<file path="src/rtl/motor_pkg.sv">
// Shared motor command bit positions and the per-wheel state encoding.
package motor_pkg;

  localparam int CMD_FWD   = 0;
  localparam int CMD_REV   = 1;
  localparam int CMD_LEFT  = 2;
  localparam int CMD_RIGHT = 3;
  localparam int CMD_SLOW  = 4;

  typedef enum logic [2:0] {
    IDLE,
    RAMP,
    HOLD,
    BRAKE,
    DEAD
  } wheel_state_t;

  // True when more than one motion bit is set.
  function automatic logic multi_hot(input logic [3:0] v);
    return (v & (v - 4'd1)) != 4'd0;
  endfunction

endpackage

</file>
<file path="src/rtl/motor_channel.sv">
// One wheel: slew-limited duty FSM with brake/dead-time reversal and a
// period-latched PWM comparator.
module motor_channel
  import motor_pkg::*;
#(
  parameter int PWM_PERIOD_CYCLES = 2500,
  parameter int DEAD_CYCLES       = 50000
) (
  input  logic        clk,
  input  logic        reset,
  input  logic        ramp_tick,
  input  logic        pwm_wrap,
  input  logic [15:0] pwm_cnt,
  input  logic        tgt_dir,
  input  logic [7:0]  tgt_duty,
  output logic        pwm,
  output logic        dir,
  output logic        busy
);

  localparam int DCW = (DEAD_CYCLES > 1) ? $clog2(DEAD_CYCLES) : 1;
  localparam logic [DCW-1:0] DEAD_LAST = DCW'(DEAD_CYCLES - 1);
  localparam logic [15:0]    PERIOD16  = 16'(PWM_PERIOD_CYCLES);

  wheel_state_t   state_q, state_d;
  logic [7:0]     duty_q, duty_d;
  logic           dir_q, dir_d;
  logic [DCW-1:0] dead_cnt_q, dead_cnt_d;
  logic [15:0]    cmp_q, cmp_d;
  logic           pwm_q, pwm_d;
  logic           dir_ok;
  logic [23:0]    prod;

  // A zero-duty target carries no direction: the wheel keeps its own.
  assign dir_ok = (tgt_duty == 8'd0) || (tgt_dir == dir_q);
  assign prod   = 24'(duty_q) * 24'(PERIOD16);

  always_comb begin
    state_d    = state_q;
    duty_d     = duty_q;
    dir_d      = dir_q;
    dead_cnt_d = dead_cnt_q;
    cmp_d      = cmp_q;
    if (pwm_wrap) cmp_d = prod[23:8];
    pwm_d = (pwm_cnt < cmp_q) && (duty_q != 8'd0);

    case (state_q)
      IDLE: begin
        if (tgt_duty != 8'd0) state_d = RAMP;
      end
      RAMP: begin
        if (!dir_ok) begin
          state_d = BRAKE;
        end else if (duty_q == tgt_duty) begin
          state_d = (duty_q == 8'd0) ? IDLE : HOLD;
        end else if (ramp_tick) begin
          duty_d = (duty_q < tgt_duty) ? duty_q + 8'd1 : duty_q - 8'd1;
        end
      end
      HOLD: begin
        if (!dir_ok || duty_q != tgt_duty) state_d = RAMP;
      end
      BRAKE: begin
        if (dir_ok) begin
          state_d = RAMP;
        end else if (duty_q == 8'd0) begin
          state_d    = DEAD;
          dead_cnt_d = '0;
        end else if (ramp_tick) begin
          duty_d = duty_q - 8'd1;
        end
      end
      DEAD: begin
        if (tgt_duty == 8'd0) begin
          state_d = IDLE;
        end else if (dir_ok) begin
          state_d = RAMP;
        end else if (dead_cnt_q == DEAD_LAST) begin
          dir_d   = ~dir_q;
          state_d = RAMP;
        end else begin
          dead_cnt_d = dead_cnt_q + 1'b1;
        end
      end
      default: state_d = IDLE;
    endcase
  end

  always_ff @(posedge clk or negedge reset) begin
    if (!reset) begin
      state_q    <= IDLE;
      duty_q     <= 8'd0;
      dir_q      <= 1'b1;
      dead_cnt_q <= '0;
      cmp_q      <= 16'd0;
      pwm_q      <= 1'b0;
    end else begin
      state_q    <= state_d;
      duty_q     <= duty_d;
      dir_q      <= dir_d;
      dead_cnt_q <= dead_cnt_d;
      cmp_q      <= cmp_d;
      pwm_q      <= pwm_d;
    end
  end

  assign pwm  = pwm_q;
  assign dir  = dir_q;
  assign busy = (state_q != IDLE) && (state_q != HOLD);

endmodule

</file>
<file path="src/rtl/motor_drive_ramp.sv">
// Motor command to dual H-bridge PWM/direction, with shared ramp prescaler
// and PWM period counter.
module motor_drive_ramp
  import motor_pkg::*;
#(
  parameter int PWM_PERIOD_CYCLES = 2500,
  parameter int RAMP_STEP_CYCLES  = 50000,
  parameter int DEAD_CYCLES       = 50000,
  parameter int FULL_DUTY         = 200,
  parameter int SLOW_DUTY         = 100
) (
  input  logic       clk,
  input  logic       reset,
  input  logic [4:0] motor_cmd,
  output logic       left_pwm,
  output logic       right_pwm,
  output logic       left_dir,
  output logic       right_dir,
  output logic       busy,
  output logic       cmd_err
);

  localparam int PSW = (RAMP_STEP_CYCLES > 1) ? $clog2(RAMP_STEP_CYCLES) : 1;
  localparam logic [PSW-1:0] PRESC_LAST = PSW'(RAMP_STEP_CYCLES - 1);
  localparam logic [15:0]    PWM_LAST   = 16'(PWM_PERIOD_CYCLES - 1);
  localparam logic [7:0]     FULL8      = 8'(FULL_DUTY);
  localparam logic [7:0]     SLOW8      = 8'(SLOW_DUTY);

  logic [4:0]     cmd_q, cmd_d;
  logic [PSW-1:0] presc_q, presc_d;
  logic           tick_q, tick_d;
  logic [15:0]    pwm_cnt_q, pwm_cnt_d;
  logic           pwm_wrap;
  logic           l_tgt_dir, r_tgt_dir;
  logic [7:0]     tgt_duty, motion_duty;
  logic           l_busy, r_busy;

  assign pwm_wrap    = (pwm_cnt_q == PWM_LAST);
  assign motion_duty = cmd_q[CMD_SLOW] ? SLOW8 : FULL8;

  always_comb begin
    cmd_d     = motor_cmd;
    presc_d   = (presc_q == PRESC_LAST) ? '0 : presc_q + 1'b1;
    tick_d    = (presc_q == PRESC_LAST);
    pwm_cnt_d = pwm_wrap ? 16'd0 : pwm_cnt_q + 16'd1;
  end

  // Stop and multi-bit commands fall through with zero duty.
  always_comb begin
    l_tgt_dir = 1'b1;
    r_tgt_dir = 1'b1;
    tgt_duty  = 8'd0;
    case (cmd_q[3:0])
      4'b0001: begin l_tgt_dir = 1'b1; r_tgt_dir = 1'b1; tgt_duty = motion_duty; end
      4'b0010: begin l_tgt_dir = 1'b0; r_tgt_dir = 1'b0; tgt_duty = motion_duty; end
      4'b0100: begin l_tgt_dir = 1'b0; r_tgt_dir = 1'b1; tgt_duty = motion_duty; end
      4'b1000: begin l_tgt_dir = 1'b1; r_tgt_dir = 1'b0; tgt_duty = motion_duty; end
      default: ;
    endcase
  end

  always_ff @(posedge clk or negedge reset) begin
    if (!reset) begin
      cmd_q     <= 5'd0;
      presc_q   <= '0;
      tick_q    <= 1'b0;
      pwm_cnt_q <= 16'd0;
    end else begin
      cmd_q     <= cmd_d;
      presc_q   <= presc_d;
      tick_q    <= tick_d;
      pwm_cnt_q <= pwm_cnt_d;
    end
  end

  motor_channel #(
    .PWM_PERIOD_CYCLES(PWM_PERIOD_CYCLES),
    .DEAD_CYCLES      (DEAD_CYCLES)
  ) u_left (
    .clk      (clk),
    .reset    (reset),
    .ramp_tick(tick_q),
    .pwm_wrap (pwm_wrap),
    .pwm_cnt  (pwm_cnt_q),
    .tgt_dir  (l_tgt_dir),
    .tgt_duty (tgt_duty),
    .pwm      (left_pwm),
    .dir      (left_dir),
    .busy     (l_busy)
  );

  motor_channel #(
    .PWM_PERIOD_CYCLES(PWM_PERIOD_CYCLES),
    .DEAD_CYCLES      (DEAD_CYCLES)
  ) u_right (
    .clk      (clk),
    .reset    (reset),
    .ramp_tick(tick_q),
    .pwm_wrap (pwm_wrap),
    .pwm_cnt  (pwm_cnt_q),
    .tgt_dir  (r_tgt_dir),
    .tgt_duty (tgt_duty),
    .pwm      (right_pwm),
    .dir      (right_dir),
    .busy     (r_busy)
  );

  assign busy    = l_busy | r_busy;
  assign cmd_err = multi_hot(cmd_q[3:0]);

endmodule

</file>
<file path="config.mk">
export PLATFORM = sky130hd
export DESIGN_NAME = motor_drive_ramp
export DESIGN_NICKNAME = d
export VERILOG_FILES = /design/src/rtl/motor_pkg.sv /design/src/rtl/motor_channel.sv /design/src/rtl/motor_drive_ramp.sv
export SDC_FILE = /design/constraint.sdc
export NUM_CORES = 1
export LEC_CHECK = 0
export CORE_MARGIN = 2
export CORE_UTILIZATION = 49
export CTS_BUF_LIST = sky130_fd_sc_hd__clkbuf_4 sky130_fd_sc_hd__clkbuf_8
export CTS_CLUSTER_SIZE = 28
export DETAILED_ROUTE_END_ITERATION = 6
export GPL_TIMING_DRIVEN = 0
export PLACE_DENSITY = 0.7
export SYNTH_ARGS = -nofsm -noshare
export SYNTH_HDL_FRONTEND = slang
export SYNTH_SLANG_ARGS = --single-unit
</file>
<file path="constraint.sdc">
create_clock -name clk -period 3.8 [get_ports clk]
set_input_delay 0.95 -clock clk [delete_from_list [all_inputs] [get_ports clk]]
set_output_delay 0.95 -clock clk [all_outputs]
set_load 0.05 [all_outputs]
</file>
==> results of run 1 <==
## registers in the layout, indices dropped and copies added, names as in the netlist
signal / flops
tick_q: 1
u_left.state_q: 3
u_right.dead_cnt_q: 16
cmd_q: 5
u_right.duty_q: 8
u_left.duty_q: 8
u_right.pwm: 1
u_right.cmp_q: 12
u_left.dead_cnt_q: 16
u_right.state_q: 3
u_left.cmp_q: 12
u_left.dir: 1
u_right.dir: 1
pwm_cnt_q: 16
u_left.pwm: 1
presc_q: 16
## per-stage QoR
stage          hold slack, ps  instance area, um2  setup slack, ps  utilization [%]  total power, mW
5_1_grt                 481.0               10530           -125.0            56.89            2.891
4_1_cts                 456.9               10310           -51.71            55.66            2.802
6_report                454.4               10530            6.617            56.89            2.769
3_5_place_dp            459.0                9625           -492.6            51.98            1.597
3_3_place_gp            456.1                9597            -3608            51.82            1.592
2_1_floorplan           432.9                9184           0.8695                -            1.514
## power breakdown
part / switching (mW) / internal (mW)
logic: 0.150 / 0.110
clock network: 0.562 / 0.632
registers: 0.0244 / 1.29
## what timing repair did
action	CTS	global route
buffers inserted	24	14
resized for setup	30	33
hold endpoints to repair	0	0
pin swaps	17	34
setup endpoints to repair	14	12
cloned	0	0
## worst reg2reg max path: cells and delay by family, from the launching register on
family | cells | cell delay (ps)
compound gates | 4 | 690
xor+xnor | 1 | 100
fa+ha+maj | 5 | 2050
flops | 1 | 470
buf+inv | 5 | 350
## cells in the mapped netlist (4+ instances only)
library cell and count:
nand2_1 75, o21a_1 10, nand3_1 42, and2_1 9, mux2i_1 10, a21oi_1 28
fa_1 24, o211ai_1 7, nor4_1 4, o31ai_1 10, and3_1 20, or3_1 11
o2bb2ai_1 4, xor2_1 27, nor2_1 61, nor3b_1 8, or2_2 5, mux2_2 9
nor4bb_1 4, a31oi_1 5, dfrtp_1 118, a211oi_1 6, nor3_1 26, nand2b_1 9
inv_1 109, and4_1 5, clkbuf_1 12, o21ai_0 52, ha_1 122, a2111oi_0 7
xnor2_1 35, nor4b_1 6, nand4_1 14, or4_1 8, o31a_1 4, nor2b_1 12
a21o_1 12
## cell type report
cell class                      instances  share of cell area (%)
Multi-Input combinational cell        732                   55.87
Sequential cell                       120                   28.69
Timing Repair Buffer                   51                   4.122
Inverter                              109                   3.955
Tap cell                              234                   2.779
Clock buffer                           21                   2.625
Clock inverter                         11                   1.176
Buffer                                 17                  0.7839
## cells by family after synthesis
kind of cell / Yosys count / share of synthesized area, %
mux: 19 / 2.197
xor+xnor: 62 / 5.922
compound gates: 168 / 12.20
buf+inv: 126 / 5.362
flops: 120 / 32.77
fa+ha+maj: 147 / 21.99
simple gates: 336 / 19.55
## worst paths after layout
path,start,end
worst max-delay path,u_right.duty_q[6],u_right.cmp_q[9]
worst min-delay path,reset,presc_q[8]
worst max register to register,u_right.duty_q[6],u_right.cmp_q[9]
worst min register to register,presc_q[0],presc_q[0]
max in group asynchronous,reset,u_right.duty_q[2]
min in group clk,presc_q[0],presc_q[0]
## routing by layer
| layer | vias up | part of all wire [%] | wire length [um] | track usage [%] |
|---|---|---|---|---|
| met5 | - | 0 | 0 | 0 |
| met1 | 3476 | 49 | 9302 | 27.81 |
| met2 | 98 | 47 | 8873 | 31.19 |
| li1 | 3585 | - | - | - |
| met4 | 0 | 1.7 | 329 | 6.579 |
| met3 | 25 | 2.7 | 521 | 3.872 |
==> impl_metrics.env, run 1 <==
export IMPL_cp_num_buf_inv=5
export IMPL_grt_total_usage_pct=19.88
export IMPL_max_slew_margin_pct=34.60
export IMPL_tns_ps=0
export IMPL_vdd_drop_max_v=0.0001887
export IMPL_fillCellCount=1593
export IMPL_seq_area_um2=3022
export IMPL_ant_nets=0
export IMPL_outcome="complete, no violations"
export IMPL_gp_congestion=0.8420
export IMPL_worst_clock_skew_ps=19.24
export IMPL_p_per_area_nw_per_um2=262.9
export IMPL_ys_warn_count=0
export IMPL_clk_pin_slew_ps=90
export IMPL_dr_pass1_iters=5
export IMPL_synth_top_area_cell="dfrtp_1"
export IMPL_worst_path_most_repeated_cell="fa_1"
export IMPL_area_delta_synth_final_pct=14.87
export IMPL_seq_area_frac_synth_pct=32.77
export IMPL_final_max_slew_violation_count=0
export IMPL_start_util_pct=49.52
export IMPL_cts_buffer_depth=2
export IMPL_layout_drive_gt1_share_pct=15.17
export IMPL_worst_ep_required_time_ps=4110
export IMPL_path_max_fanout=5
export IMPL_fin_crit_sh_pct=99.83
export IMPL_rsz0062_at_grt="true"
export IMPL_final_common_cell="ha_1"
export IMPL_overflow=0
export IMPL_crit_path_end_kind="register"
export IMPL_crit_path_max_incr_delay_ps=560
export IMPL_cp_arrival_ps=4110
export IMPL_final_cells=1295
export IMPL_maxCapViolCount=0
export IMPL_drt_iter0_drc=453
export IMPL_placed_cells=1225
export IMPL_synth_nets=1131
export IMPL_viasPerCell=5.547
export IMPL_ys_ff_latch=120
export IMPL_cp_slowest_cell="fa_1"
export IMPL_worstMarginPinSlew_ps=978.9
export IMPL_reg2reg_slack_ps=7
export IMPL_cp_depth=15
export IMPL_grt_pass1_wl_mm=32.26
export IMPL_crit_type="reg -> reg"
export IMPL_final_setup_viol_count=0
export IMPL_fp_dieArea_um2=19820
export IMPL_htree_levels=4
export IMPL_final_cell_mix="ha_1 (108), dfrtp_1 (105), inv_1 (90), nand2_1 (75), nor2_1 (61)"
export IMPL_vias=7184
export IMPL_multi_input_area_um2=5886
export IMPL_drc=0
export IMPL_antenna_found_initial=0
export IMPL_cts_buffers_inserted=17
export IMPL_netlist_area_um2=9170
export IMPL_crit_chain="fa_1, inv_2, fa_1, inv_1, ha_1, inv_1, fa_1, inv_2, ha_4, o21a_1, a2111oi_2, o41ai_1, buf_4, xnor2_2, o21ai_1"
export IMPL_async_flop_share_pct=100.0
export IMPL_first_global_vias=6933
export IMPL_critical_path_top_delay_family="adder cells"
export IMPL_avgSynthCellArea_um2=9.376
export IMPL_coreArea_um2=18520
export IMPL_wl_mm=19.03
export IMPL_die_h_um=140.8
export IMPL_hold_buffers=0
export IMPL_start_kind="register"
export IMPL_cellLeakagePower_nw=4.881
export IMPL_num_rows=50
export IMPL_grt_max_degree=66
export IMPL_hold_path_class="in -> async"
export IMPL_clkLatencyLatePin_ps=460
export IMPL_cts_tree="built"
export IMPL_finalHoldViolCount=0
export IMPL_port_buffers=12
export IMPL_die_width_um=140.8
export IMPL_synthCells=978
export IMPL_num_nets_final=1201
export IMPL_synth_area_leaders="dfrtp_1 (32%), ha_1 (17%), fa_1 (5.2%)"
export IMPL_r2r_cells=15
export IMPL_synth_edff_count=0
export IMPL_diodes=0
export IMPL_io_pins=13
export IMPL_fin_crit_ps=3793
export IMPL_dp_hpwl_mm=13.44
export IMPL_synthFlopType="dfrtp_1"
export IMPL_root_buffer="clkbuf_8"
export IMPL_yosysUniqueCellTypes=67
export IMPL_cts_num_sinks=120
export IMPL_max_freq_ghz=0.2636
export IMPL_wl_per_cell_um=14.69
export IMPL_yosysTopAreaCellShare_pct=32.20
(Power assumes the default switching activity.)
==> inputs of run 2 (changes only) <==
--- a/config.mk
+++ b/config.mk
@@ -5,6 +5,7 @@
 export SDC_FILE = /design/constraint.sdc
 export NUM_CORES = 1
 export LEC_CHECK = 0
+export CORE_ASPECT_RATIO = 1.4
 export CORE_MARGIN = 2
 export CORE_UTILIZATION = 49
 export CTS_BUF_LIST = sky130_fd_sc_hd__clkbuf_4 sky130_fd_sc_hd__clkbuf_8
==> impl_metrics.env, run 2 (synthesis gave the netlist of run 1 again) <==
export IMPL_outcome="finished with violations"
export IMPL_violations="negative setup slack"
export IMPL_fin_crit_sh_pct=100.9
export IMPL_placed_cells=1235
export IMPL_cts_num_sinks=120
export IMPL_final_cells=1295
export IMPL_final_cell_mix="ha_1 (109), dfrtp_1 (105), inv_1 (98), nand2_1 (75), nor2_1 (61)"
export IMPL_first_global_vias=7153
export IMPL_drt_iter0_drc=324
export IMPL_wl_per_cell_um=15.01
export IMPL_timing_hold_ws_ps=454.4
export IMPL_intPower_mw=2.155
export IMPL_finalHoldViolCount=0
export IMPL_max_freq_ghz=0.2608
export IMPL_fin_crit_ps=3835
export IMPL_gp_congestion=0.8378
export IMPL_tns_ps=-34.67
export IMPL_fp_dieArea_um2=19840
export IMPL_worstMarginPinSlew_ps=1052
export IMPL_coreArea_um2=18460
export IMPL_clk_pin_slew_ps=80
export IMPL_ant_nets=0
export IMPL_p_seq_share_pct=45.9
export IMPL_layout_drive_gt1_share_pct=14.08
export IMPL_num_rows=59
export IMPL_hold_path_class="in -> async"
export IMPL_final_setup_viol_count=1
export IMPL_worst_ep_required_time_ps=4120
export IMPL_wl_mm=19.44
export IMPL_drc=0
export IMPL_dr_pass1_iters=5
export IMPL_viasPerCell=5.536
export IMPL_dp_hpwl_mm=13.98
export IMPL_start_util_pct=49.69
export IMPL_vdd_drop_max_v=0.0001689
export IMPL_p_sw_mw=0.7149
export IMPL_final_common_cell="ha_1"
export IMPL_maxCapViolCount=0
export IMPL_cts_buffer_depth=2
export IMPL_vias=7169
export IMPL_p_sw_share_pct=24.92
export IMPL_cts_tree="built"
export IMPL_p_per_area_nw_per_um2=272.0
export IMPL_reg2reg_slack_ps=-30
export IMPL_hold_buffers=0
export IMPL_worst_clock_skew_ps=12.05
export IMPL_grt_max_degree=65
export IMPL_final_max_slew_violation_count=0
export IMPL_area_delta_synth_final_pct=15.06
export IMPL_io_pins=13
export IMPL_grt_total_usage_pct=20.33
export IMPL_comb_power_share_pct=9.2
export IMPL_cts_buffers_inserted=17
export IMPL_start_kind="register"
export IMPL_port_buffers=12
export IMPL_crit_path_end_kind="register"
export IMPL_cp_arrival_ps=4150
export IMPL_num_nets_final=1191
export IMPL_antenna_found_initial=0
export IMPL_fin_ws_ps=-34.67
export IMPL_grt_pass1_wl_mm=33.25
export IMPL_crit_type="reg -> reg"
export IMPL_p_clk_share_pct=45.0
export IMPL_die_h_um=165.9
export IMPL_rsz0062_at_grt="true"
export IMPL_preCtsSetupSlack_ps=-436.5
export IMPL_max_slew_margin_pct=29.70
export IMPL_path_max_fanout=3
export IMPL_diodes=0
export IMPL_htree_levels=4
export IMPL_clkLatencyLatePin_ps=450
export IMPL_cellLeakagePower_nw=4.854
export IMPL_die_width_um=119.6
export IMPL_overflow=0
export IMPL_fillCellCount=1600
export IMPL_root_buffer="clkbuf_8"
[run 2: cell count changes in the layout (fill, tap and decap cells not counted), moves of 2 or more]
cell,delta
a2111oi_0,-2
buf_4,-11
o31ai_2,+2
bufinv_16,+2
inv_1,+8
o31ai_1,-2
inv_2,-7
[run 2: final cells by class]
cell class | count | area (um2) | share of cell area, %
Multi-Input combinational cell | 732 | 5922 | 56.12
Sequential cell | 120 | 3022 | 28.64
Inverter | 109 | 414.1 | 3.925
Timing Repair Buffer | 41 | 362.8 | 3.439
Tap cell | 244 | 305.3 | 2.893
Clock buffer | 20 | 269.0 | 2.550
Clock inverter | 12 | 173.9 | 1.648
Buffer | 17 | 82.58 | 0.7826
[run 2: metrics by stage]
step / util (%) / cell area, um2 / power, mW
6_report: 57.17 / 10550 / 2.870
5_1_grt: 57.17 / 10550 / 2.993
4_1_cts: 55.88 / 10310 / 2.884
3_5_place_dp: 52.22 / 9638 / 1.596
3_3_place_gp: 52.07 / 9609 / 1.591
2_1_floorplan: - / 9184 / 1.514
[run 2: power groups by stage]
stage          registers [mW]  logic, mW  clock network, mW
2_1_floorplan            1.33      0.180                  0
3_3_place_gp             1.34      0.251                  0
3_5_place_dp             1.34      0.256                  0
4_1_cts                  1.31      0.259               1.31
5_1_grt                  1.32      0.292               1.38
6_report                 1.32      0.264               1.29
[run 2: metal layers]
metal	wire, um	up-vias	GRT usage (%)
li1	-	3557	-
met1	8320	3477	24.32
met2	10220	99	35.88
met3	446	36	3.812
met4	446	0	7.826
met5	0	-	0
[run 2: worst paths after layout]
check                                  start  cells past startpoint                     end
setup reg to reg           u_right.duty_q[3]                     14        u_right.cmp_q[9]
setup / recovery           u_right.duty_q[3]                     14        u_right.cmp_q[9]
max in group asynchronous              reset                      2        u_left.duty_q[6]
hold reg to reg                   presc_q[0]                      1              presc_q[0]
min in group clk                  presc_q[0]                      1              presc_q[0]
hold / removal                         reset                      1  u_right.dead_cnt_q[15]
[run 2: worst max-delay path, cell delays in order, from the launching register on]
cell and delay [ps]:
dfrtp_2 430, inv_2 90, ha_4 200, ha_4 260, inv_2 30, fa_1 490, fa_1 600, inv_2 60
ha_4 260, a21oi_2 60, o211ai_1 370, a2111oi_4 140, o41ai_2 450, xnor2_1 180, o21ai_1 70
[run 2: what timing repair did]
action | in CTS | in global routing
resized for setup | 32 | 31
pin swaps | 20 | 29
buffers inserted | 20 | 8
endpoints found under the setup margin | 13 | 12
hold endpoints to repair | 0 | 0
